<file path="src/rtl/aes_pkg.sv">
// rtl/aes_pkg.sv - GF(2^8) helpers and InvMixColumns coefficient table
package aes_pkg;

    localparam logic [7:0] GF_POLY = 8'h1b;

    localparam logic [7:0] INV_MC [4][4] = '{
        '{8'h0e, 8'h0b, 8'h0d, 8'h09},
        '{8'h09, 8'h0e, 8'h0b, 8'h0d},
        '{8'h0d, 8'h09, 8'h0e, 8'h0b},
        '{8'h0b, 8'h0d, 8'h09, 8'h0e}
    };

    function automatic logic [7:0] xtime(input logic [7:0] a);
        return {a[6:0], 1'b0} ^ (a[7] ? GF_POLY : 8'h00);
    endfunction

    function automatic logic [7:0] gf_mul09(input logic [7:0] a);
        return xtime(xtime(xtime(a))) ^ a;
    endfunction

    function automatic logic [7:0] gf_mul0b(input logic [7:0] a);
        return xtime(xtime(xtime(a))) ^ xtime(a) ^ a;
    endfunction

    function automatic logic [7:0] gf_mul0d(input logic [7:0] a);
        return xtime(xtime(xtime(a))) ^ xtime(xtime(a)) ^ a;
    endfunction

    function automatic logic [7:0] gf_mul0e(input logic [7:0] a);
        return xtime(xtime(xtime(a))) ^ xtime(xtime(a)) ^ xtime(a);
    endfunction

    function automatic logic [7:0] gf_mul_coef(input logic [7:0] c, input logic [7:0] a);
        case (c)
            8'h09:   return gf_mul09(a);
            8'h0b:   return gf_mul0b(a);
            8'h0d:   return gf_mul0d(a);
            8'h0e:   return gf_mul0e(a);
            default: return 8'h00;
        endcase
    endfunction

endpackage

</file>
<file path="src/rtl/inv_mixcolumn_8_if.sv">
// rtl/inv_mixcolumn_8_if.sv - byte-in / byte-out stream pair of the InvMixColumns engine
interface inv_mixcolumn_8_if;
    logic [7:0] in_data;
    logic       in_valid;
    logic       in_ready;
    logic [7:0] out_data;
    logic       out_valid;
    logic       out_ready;
    logic       out_last;

    modport master (
        output in_data, in_valid, out_ready,
        input  in_ready, out_data, out_valid, out_last
    );

    modport slave (
        input  in_data, in_valid, out_ready,
        output in_ready, out_data, out_valid, out_last
    );
endinterface

</file>
<file path="src/rtl/inv_mc_coef.sv">
// rtl/inv_mc_coef.sv - products of one input byte with column k of the inverse matrix
module inv_mc_coef
    import aes_pkg::*;
(
    input  logic [7:0]      din,
    input  logic [1:0]      col,
    output logic [3:0][7:0] prod
);

    always_comb begin
        prod = '0;
        for (int j = 0; j < 4; j++) begin
            prod[j] = gf_mul_coef(INV_MC[j][col], din);
        end
    end

endmodule

</file>
<file path="src/rtl/inv_mixcolumn_8.sv">
// rtl/inv_mixcolumn_8.sv - byte-serial AES InvMixColumns; INV_MIXCOL_BYPASS_EN adds a pass-through port
module inv_mixcolumn_8
    import aes_pkg::*;
#(
    parameter int NCOL = 0
) (
    input  logic clk,
    input  logic rst_n,
`ifdef INV_MIXCOL_BYPASS_EN
    input  logic bypass,
`endif
    inv_mixcolumn_8_if.slave bus
);

    if (NCOL < 0) begin : g_ncol_check
        $error("NCOL must be non-negative");
    end

    logic [1:0]      in_ph_q, in_ph_d;
    logic [1:0]      out_ph_q, out_ph_d;
    logic            obuf_full_q, obuf_full_d;
    logic [3:0][7:0] acc_q, acc_d;
    logic [3:0][7:0] obuf_q, obuf_d;
    logic [3:0][7:0] prod;
    logic [3:0][7:0] term;
    logic            in_fire, out_fire, out_done;

    inv_mc_coef u_coef (
        .din  (bus.in_data),
        .col  (in_ph_q),
        .prod (prod)
    );

    assign out_fire = obuf_full_q & bus.out_ready;
    assign out_done = out_fire & (out_ph_q == 2'd3);
    // The last input byte may land in the same cycle the final output byte leaves.
    assign bus.in_ready  = (in_ph_q != 2'd3) | ~obuf_full_q | out_done;
    assign in_fire       = bus.in_valid & bus.in_ready;
    assign bus.out_data  = obuf_q[out_ph_q];
    assign bus.out_valid = obuf_full_q;
    assign bus.out_last  = (out_ph_q == 2'd3);

`ifdef INV_MIXCOL_BYPASS_EN
    logic bypass_q, bypass_d, byp_cur;

    assign byp_cur  = (in_ph_q == 2'd0) ? bypass : bypass_q;
    assign bypass_d = (in_fire && in_ph_q == 2'd0) ? bypass : bypass_q;

    always_ff @(posedge clk or negedge rst_n) begin
        if (!rst_n) bypass_q <= 1'b0;
        else        bypass_q <= bypass_d;
    end
`endif

    always_comb begin
        term = prod;
`ifdef INV_MIXCOL_BYPASS_EN
        if (byp_cur) begin
            term          = '0;
            term[in_ph_q] = bus.in_data;
        end
`endif
    end

    always_comb begin
        in_ph_d     = in_ph_q;
        out_ph_d    = out_ph_q;
        obuf_full_d = obuf_full_q;
        acc_d       = acc_q;
        obuf_d      = obuf_q;

        if (out_fire) begin
            out_ph_d = out_ph_q + 2'd1;
            if (out_done) obuf_full_d = 1'b0;
        end

        if (in_fire) begin
            in_ph_d = in_ph_q + 2'd1;
            for (int j = 0; j < 4; j++) begin
                acc_d[j] = ((in_ph_q == 2'd0) ? 8'h00 : acc_q[j]) ^ term[j];
            end
            if (in_ph_q == 2'd3) begin
                obuf_d      = acc_d;
                obuf_full_d = 1'b1;
                out_ph_d    = 2'd0;
            end
        end
    end

    always_ff @(posedge clk or negedge rst_n) begin
        if (!rst_n) begin
            in_ph_q     <= 2'd0;
            out_ph_q    <= 2'd0;
            obuf_full_q <= 1'b0;
            acc_q       <= '0;
            obuf_q      <= '0;
        end else begin
            in_ph_q     <= in_ph_d;
            out_ph_q    <= out_ph_d;
            obuf_full_q <= obuf_full_d;
            acc_q       <= acc_d;
            obuf_q      <= obuf_d;
        end
    end

endmodule

</file>
<file path="src/flat_wrapper.sv">
// flat-port wrapper written by rule: the top's interface ports become plain ports
module inv_mixcolumn_8_flat import aes_pkg::*;
#(
    parameter int NCOL = 0
)
  (clk, rst_n, bus_in_data, bus_in_valid, bus_out_ready, bus_in_ready, bus_out_data, bus_out_valid, bus_out_last);
  inv_mixcolumn_8_if bus_i ();
  input  logic clk;
  input  logic rst_n;
  input wire logic [$bits(bus_i.in_data)-1:0] bus_in_data;
  input wire logic [$bits(bus_i.in_valid)-1:0] bus_in_valid;
  input wire logic [$bits(bus_i.out_ready)-1:0] bus_out_ready;
  output wire logic [$bits(bus_i.in_ready)-1:0] bus_in_ready;
  output wire logic [$bits(bus_i.out_data)-1:0] bus_out_data;
  output wire logic [$bits(bus_i.out_valid)-1:0] bus_out_valid;
  output wire logic [$bits(bus_i.out_last)-1:0] bus_out_last;
  assign bus_i.in_data = bus_in_data;
  assign bus_i.in_valid = bus_in_valid;
  assign bus_i.out_ready = bus_out_ready;
  assign bus_in_ready = bus_i.in_ready;
  assign bus_out_data = bus_i.out_data;
  assign bus_out_valid = bus_i.out_valid;
  assign bus_out_last = bus_i.out_last;
  inv_mixcolumn_8 #(.NCOL(NCOL)) u_core (.clk(clk), .rst_n(rst_n), .bus(bus_i));
endmodule
</file>
<file path="config.mk">
export PLATFORM = sky130hd
export DESIGN_NAME = inv_mixcolumn_8_flat
export DESIGN_NICKNAME = d
export VERILOG_FILES = /design/src/rtl/aes_pkg.sv /design/src/rtl/inv_mixcolumn_8_if.sv /design/src/rtl/inv_mc_coef.sv /design/src/rtl/inv_mixcolumn_8.sv /design/src/flat_wrapper.sv
export SDC_FILE = /design/constraint.sdc
export NUM_CORES = 1
export LEC_CHECK = 0
export ABC_AREA = 1
export CORE_MARGIN = 4
export CORE_UTILIZATION = 55
export DETAILED_ROUTE_END_ITERATION = 12
export PLACE_DENSITY = 0.78
export SYNTH_ARGS = -nofsm -noshare
export SYNTH_HDL_FRONTEND = slang
export SYNTH_SLANG_ARGS = --single-unit
</file>
<file path="constraint.sdc">
create_clock -name clk -period 3.1 [get_ports clk]
set_input_delay 0.465 -clock clk [delete_from_list [all_inputs] [get_ports clk]]
set_output_delay 0.465 -clock clk [all_outputs]
set_load 0.03 [all_outputs]
</file>
* Yosys cells after proc, flatten, opt, wreduce, memory -nomap -nowiden
Index checks and enable logic that the tools add are counted.
** Word-level totals
- Register bits after elaboration :: 69
- Bits in latches :: 0
- Memory bits (writable) :: 0
- ROM bits :: 0
- Logic and storage cells :: 88
- Memories kept :: 0
** Cells by class
- $add $sub $neg :: 2
- $mul :: 0
- Divide/modulo/power cells :: 0
- Order comparisons :: 2
- Equality and inequality tests :: 19
- Shifts and indexed selects :: 0
- Mux-type cells :: 32
- Bitwise logic cells :: 20
- Reduce and logical (&&, ||, !) cells :: 2
** Operators by type and width (count)
- == test 8 x 4 -> 1 bit, second input constant :: 16
- case mux 8 bit (4 select lines) :: 4
- 2-to-1 mux 8 bit :: 13
- bitwise XOR 8 bit :: 11
- binary-select mux 8 bit (select 2 bit) :: 5
- bitwise XOR 8 x 5 -> 8 bit :: 2
- 2-to-1 mux 5 bit :: 3
- 2-to-1 mux 2 bit :: 3
- adder 2 x 1 -> 2 bit, second input constant :: 2
- == test 2 bit, second input constant :: 2
- 2-to-1 mux 1 bit :: 4
- AND 1 bit :: 3
- >= comparator 3 bit, second input constant :: 1
- < comparator 2 x 3 -> 1 bit, second input constant :: 1
- inverter 2 -> 3 bit :: 1
- logical NOT 2 bit :: 1
- != test 2 bit, second input constant :: 1
- bitwise OR 1 bit :: 2
- AND reduction 2 bit :: 1
- inverter 1 bit :: 1

* Longest topological paths before layout
- Depth after elaboration :: 10
- Mapped depth :: 14
- Depth with buffers taken out :: 13

* Cells and area by module
From an unflattened synthesis, not the netlist that was laid out.
** Unflattened totals
- Cell total of the unflattened synthesis :: 784
- Area total of the unflattened synthesis :: 5137.4 sq um
** By module, submodules not included
- inv_mixcolumn_8 :: times used 1, cells an instance 481, area an instance 3570.9 sq um
- inv_mc_coef :: times used 1, cells an instance 303, area an instance 1566.5 sq um

* Worst setup path before layout
Ideal clock, no wire load.
- Path type :: register to register
- From :: reg u_core.out_ph_q[0]
- To :: reg u_core.obuf_q[10] (netlist name)
- Data arrival time :: 2.082 ns
- Required time :: 3.034 ns
- Slack :: 0.953 ns
- Stages on the path, launching flop included :: 11
- Period minus slack after synthesis :: 2.147 ns
- Path through :: dfrtp_1 ha_1 nand2_1 nand3_1 nand2_1 inv_1 nand2_1 inv_1 clkbuf_1 nand3_1 nand2_1
** Between the ends
- Cells in the longest elaborated chain, start to end :: 5
** Ends and longest elaborated chain
- start, declared :: RTL line inv_mixcolumn_8.sv:20 : logic [1:0] out_ph_q, out_ph_d;
- start signal, assigned :: RTL line inv_mixcolumn_8.sv:99 : out_ph_q <= out_ph_d;
- == test 2 bit
- net bus_out_last :: RTL line flat_wrapper.sv:16 : output wire logic [$bits(bus_i.out_last)-1:0] bus_out_last;
- AND 1 bit :: RTL line inv_mixcolumn_8.sv:35 : assign out_done = out_fire & (out_ph_q == 2'd3);
- bitwise OR 1 bit :: RTL line inv_mixcolumn_8.sv:37 : assign bus.in_ready = (in_ph_q != 2'd3) | ~obuf_full_q | out_done;
- net bus_in_ready :: RTL line flat_wrapper.sv:13 : output wire logic [$bits(bus_i.in_ready)-1:0] bus_in_ready;
- AND 1 bit :: RTL line inv_mixcolumn_8.sv:38 : assign in_fire = bus.in_valid & bus.in_ready;
- AND reduction 2 bit (no line)
- end signal, assigned :: RTL line inv_mixcolumn_8.sv:102 : obuf_q <= obuf_d;
- end, declared :: RTL line inv_mixcolumn_8.sv:23 : logic [3:0][7:0] obuf_q, obuf_d;
The timed path passes the listed nets, and every way through them passes these cells.
A chain may end at the register's enable or synchronous reset.

* Final worst setup path
- From :: reg u_core.out_ph_q[0]
- To :: out bus_out_data[7]
** Between the ends
- Cells in the longest elaborated chain, start to end :: 2
** Ends and longest elaborated chain
- binary-select mux 8 bit (select 2 bit) :: RTL line inv_mixcolumn_8.sv:39 : assign bus.out_data = obuf_q[out_ph_q];
- 2-to-1 mux 8 bit (not written as such) :: RTL line inv_mixcolumn_8.sv:39
- end, declared :: RTL line flat_wrapper.sv:14 : output wire logic [$bits(bus_i.out_data)-1:0] bus_out_data;
No other way between the ends. The select of a mux whose other input is x is not followed.

==> impl_metrics.csv <==
group,metric,value,unit
sta,tns,0,ps
worst_setup_path,crit_chain,"clkinv_1 -> buf_4 -> a21oi_1 -> o21ai_0 -> o21ai_0 -> clkdlybuf4s50_1",
sta,setup_viol,0,
power_and_ir_drop,total_power,0.00622,W
floorplanning,start_util,56.3,%
detailed_routing,drc,0,
sta,worst_pin_slew,1100,ps
logic_synthesis,synth.top_cell.area_share,35.2,%
cells_and_area,antenna_cells,0,
cells_and_area,area_growth,11.9,%
cells_and_area,nNetsFinal,811,
floorplanning,ios,23,
worst_setup_path,critPathMaxFanout,12,
logic_synthesis,postSynthCellCount,771,
logic_synthesis,ys_types,28,
global_routing,grt_max_degree,64,
cells_and_area,instances_no_fill,902,
worst_setup_path,worstSetupEndpointType,"output pin",
worst_setup_path,crit_path_frequent_cell,"o21ai_0",
power_and_ir_drop,vdd_drop_max,0.000597,V
sta,fmax,0.362,GHz
clocking,clk_pin_slew,80,ps
cells_and_area,drive_above_1_share,5.42,%
power_and_ir_drop,power.density,1130,nW/um^2
global_routing,grt_overflow,0,
clocking,numCtsBuffers,9,
detailed_routing,num_vias,5153,
clocking,clk_latency,350,ps
worst_setup_path,critPathBufInv,3,
clocking,cts_resized,0,
floorplanning,die_height,102,um
logic_synthesis,seq_area_frac_synth,35.2,%
min_path,hold_path_class,"reg2reg",
clocking,cts_buffer_depth,2,
global_routing,antenna_found_initial,0,
sta,slew_headroom,26.4,%
floorplanning,die_area,10500,sq um
sta,fin_crit,2770,ps
sta,fin_skew,7.68,ps
logic_synthesis,ys_ff_latch,69,
global_routing,grt_first_pass_wirelength,24.0,mm
place,dp.final_hpwl,10.2,mm
place,placed_cell_area,5260,sq um
detailed_routing,wire_per_inst,16.3,um
power_and_ir_drop,leakage,2.93,nW
place,placedCellCount,886,
logic_synthesis,syn_nets,792,
floorplanning,die_x,102,um
sta,final_max_slew_viol_count,0,
detailed_routing,via_per_inst,5.71,
logic_synthesis,synth_area_leader_cell,"dfrtp_1",
logic_synthesis,synthTopCellsByArea,"dfrtp_1, nand2_1, nand3_1",
cells_and_area,final_area,5490,sq um
detailed_routing,drt-initial-drc-count,415,
clocking,cts_sinks,69,
worst_setup_path,cp_top_family,"buffers and inverters",
sta,grt_setup_unrepaired,"false",
worst_setup_path,cp_data_arrival_time,2300,ps
logic_synthesis,synth_warnings,0,
clocking,root_buffer,"clkbuf_8",
cells_and_area,fillers,787,
worst_setup_path,cp_slowest_cell,"clkdlybuf4s50_1",
logic_synthesis,netlist_area,4910,sq um
clocking,cts_htree_levels,3,
global_routing,track_usage,29.3,%
clocking,postCtsSetupBuffers,0,
outcome,outcome,"finished, final reports clean",
clocking,postCtsHoldBufs,1,
clocking,cts_tree,"built",
worst_setup_path,critical_path_class,"reg2out",
floorplanning,core,8720,sq um
worst_setup_path,start_kind,"register",
place,gp_congestion,0.969,
sta,finalCritPeriodShare,89.2,%
detailed_routing,ant_nets,0,
detailed_routing,wl,14.7,mm
worst_setup_path,critical_path.max_stage_delay,730,ps
detailed_routing,drt_pre_antenna_iters,6,
global_routing,grt_pass1_vias,5013,
logic_synthesis,synth.avg_cell_area,6.37,sq um
sta,final_hold_viol_count,0,
place,port_buffers,22,
run,max_cap_violations,0,
worst_setup_path,worst_ep_required_time,2630,ps
floorplanning,num_rows,34,
-- report_power, final --
group	internal (W)	switching, W	leakage [nW]
Clock	0.000475	0.000368	0.113
Combinational	0.00134	0.00246	1.96
Sequential	0.00134	0.000236	0.850
-- worst reg2reg max path: cells and delay by family (launching register included) --
kind	cells	cell delay [ps]
adder cells (fa/ha/maj)	1	230
buffers and inverters	3	1120
flip-flops	1	370
AND/OR/NAND/NOR	6	640
-- Yosys cell counts --
cell type and instances:
o21ai_0 41, nand2_2 4, nand3_1 107, nand2_1 338
buf_2 2, or2_2 2, nand2b_1 2, dfrtp_1 69
nor2_1 51, clkbuf_1 21, buf_1 6, inv_1 49
o22ai_1 12, ha_1 9, xnor2_2 1, buf_6 1
xnor2_1 12, o211ai_1 3, nand4_1 14, o21ai_1 1
xor2_2 1, o21bai_1 4, nand3b_1 2, clkinv_1 1
xor2_1 13, inv_4 1, a21oi_1 1, inv_2 3
-- sequential cells by signal, summed over array words and instances, names as in the netlist --
register,count
u_core.bus.out_valid,1
u_core.obuf_q,32
u_core.out_ph_q,2
u_core.in_ph_q,2
u_core.acc_q,32
-- cells by family (layout without fill, tap and decap cells) --
group / count (synthesis) / count (layout) / share of synthesized area (%)
xor+xnor: 27 / 27 / 5.12
simple gates: 520 / 520 / 43.8
flops: 69 / 69 / 35.2
fa+ha+maj: 9 / 9 / 2.29
buf+inv: 84 / 107 / 6.68
compound gates: 62 / 62 / 6.98
-- cells in the final DEF, fill, tap and decap left out, drive strengths merged, types with 3 or more instances in the layout --
master         netlist  layout
buf                  9      16
clkbuf              21      10
clkdlybuf4s50        0      21
dfrtp               69      69
ha                   9       9
inv                 53      55
nand2              342     342
nand3              107     107
nand4               14      14
nor2                51      51
o211ai               3       3
o21ai               42      42
o21bai               4       4
o22ai               12      12
xnor2               13      13
xor2                14      14
-- per-layer routing --
layer / wire [um] / track usage, %
met5: 0 / 0
met4: 456 / 13.0
met3: 743 / 3.34
met2: 7170 / 50.0
met1: 6300 / 37.2
-- final cells by class --
class / count / area, sq um / share of cell area (%)
clock buffers: 10 / 138 / 2.51
clock inverters: 5 / 82.6 / 1.50
inverters: 54 / 205 / 3.74
multi-input cells: 618 / 2860 / 52.0
flip-flops and latches: 69 / 1730 / 31.4
well taps: 108 / 135 / 2.46
repair buffers: 38 / 350 / 6.38
-- metrics by stage --
| step | hold slack [ps] | util (%) | worst slack, ps |
|---|---|---|---|
| 2_1_floorplan | 169 | - | 953 |
| 3_3_place_gp | 321 | 60.3 | 295 |
| 3_5_place_dp | 326 | 60.3 | 317 |
| 4_1_cts | 483 | 63.0 | 325 |
| 5_1_grt | 497 | 63.0 | 239 |
| 6_report | 483 | 63.0 | 334 |
-- final timing paths --
| check | slack (ps) | cells after the start | start | end |
|---|---|---|---|---|
| max | 330 | 6 | u_core.out_ph_q[0] | bus_out_data[7] |
| min | 480 | 2 | u_core.obuf_q[22] | u_core.obuf_q[22] |
| max reg2reg | 670 | 10 | u_core.out_ph_q[0] | u_core.obuf_q[21] |
| min reg2reg | 480 | 2 | u_core.obuf_q[22] | u_core.obuf_q[22] |
| max in group asynchronous | 2010 | 3 | rst_n | u_core.acc_q[12] |
| min in group asynchronous | 490 | 2 | rst_n | u_core.acc_q[23] |
Note: power is estimated with default switching activity, not from simulation.
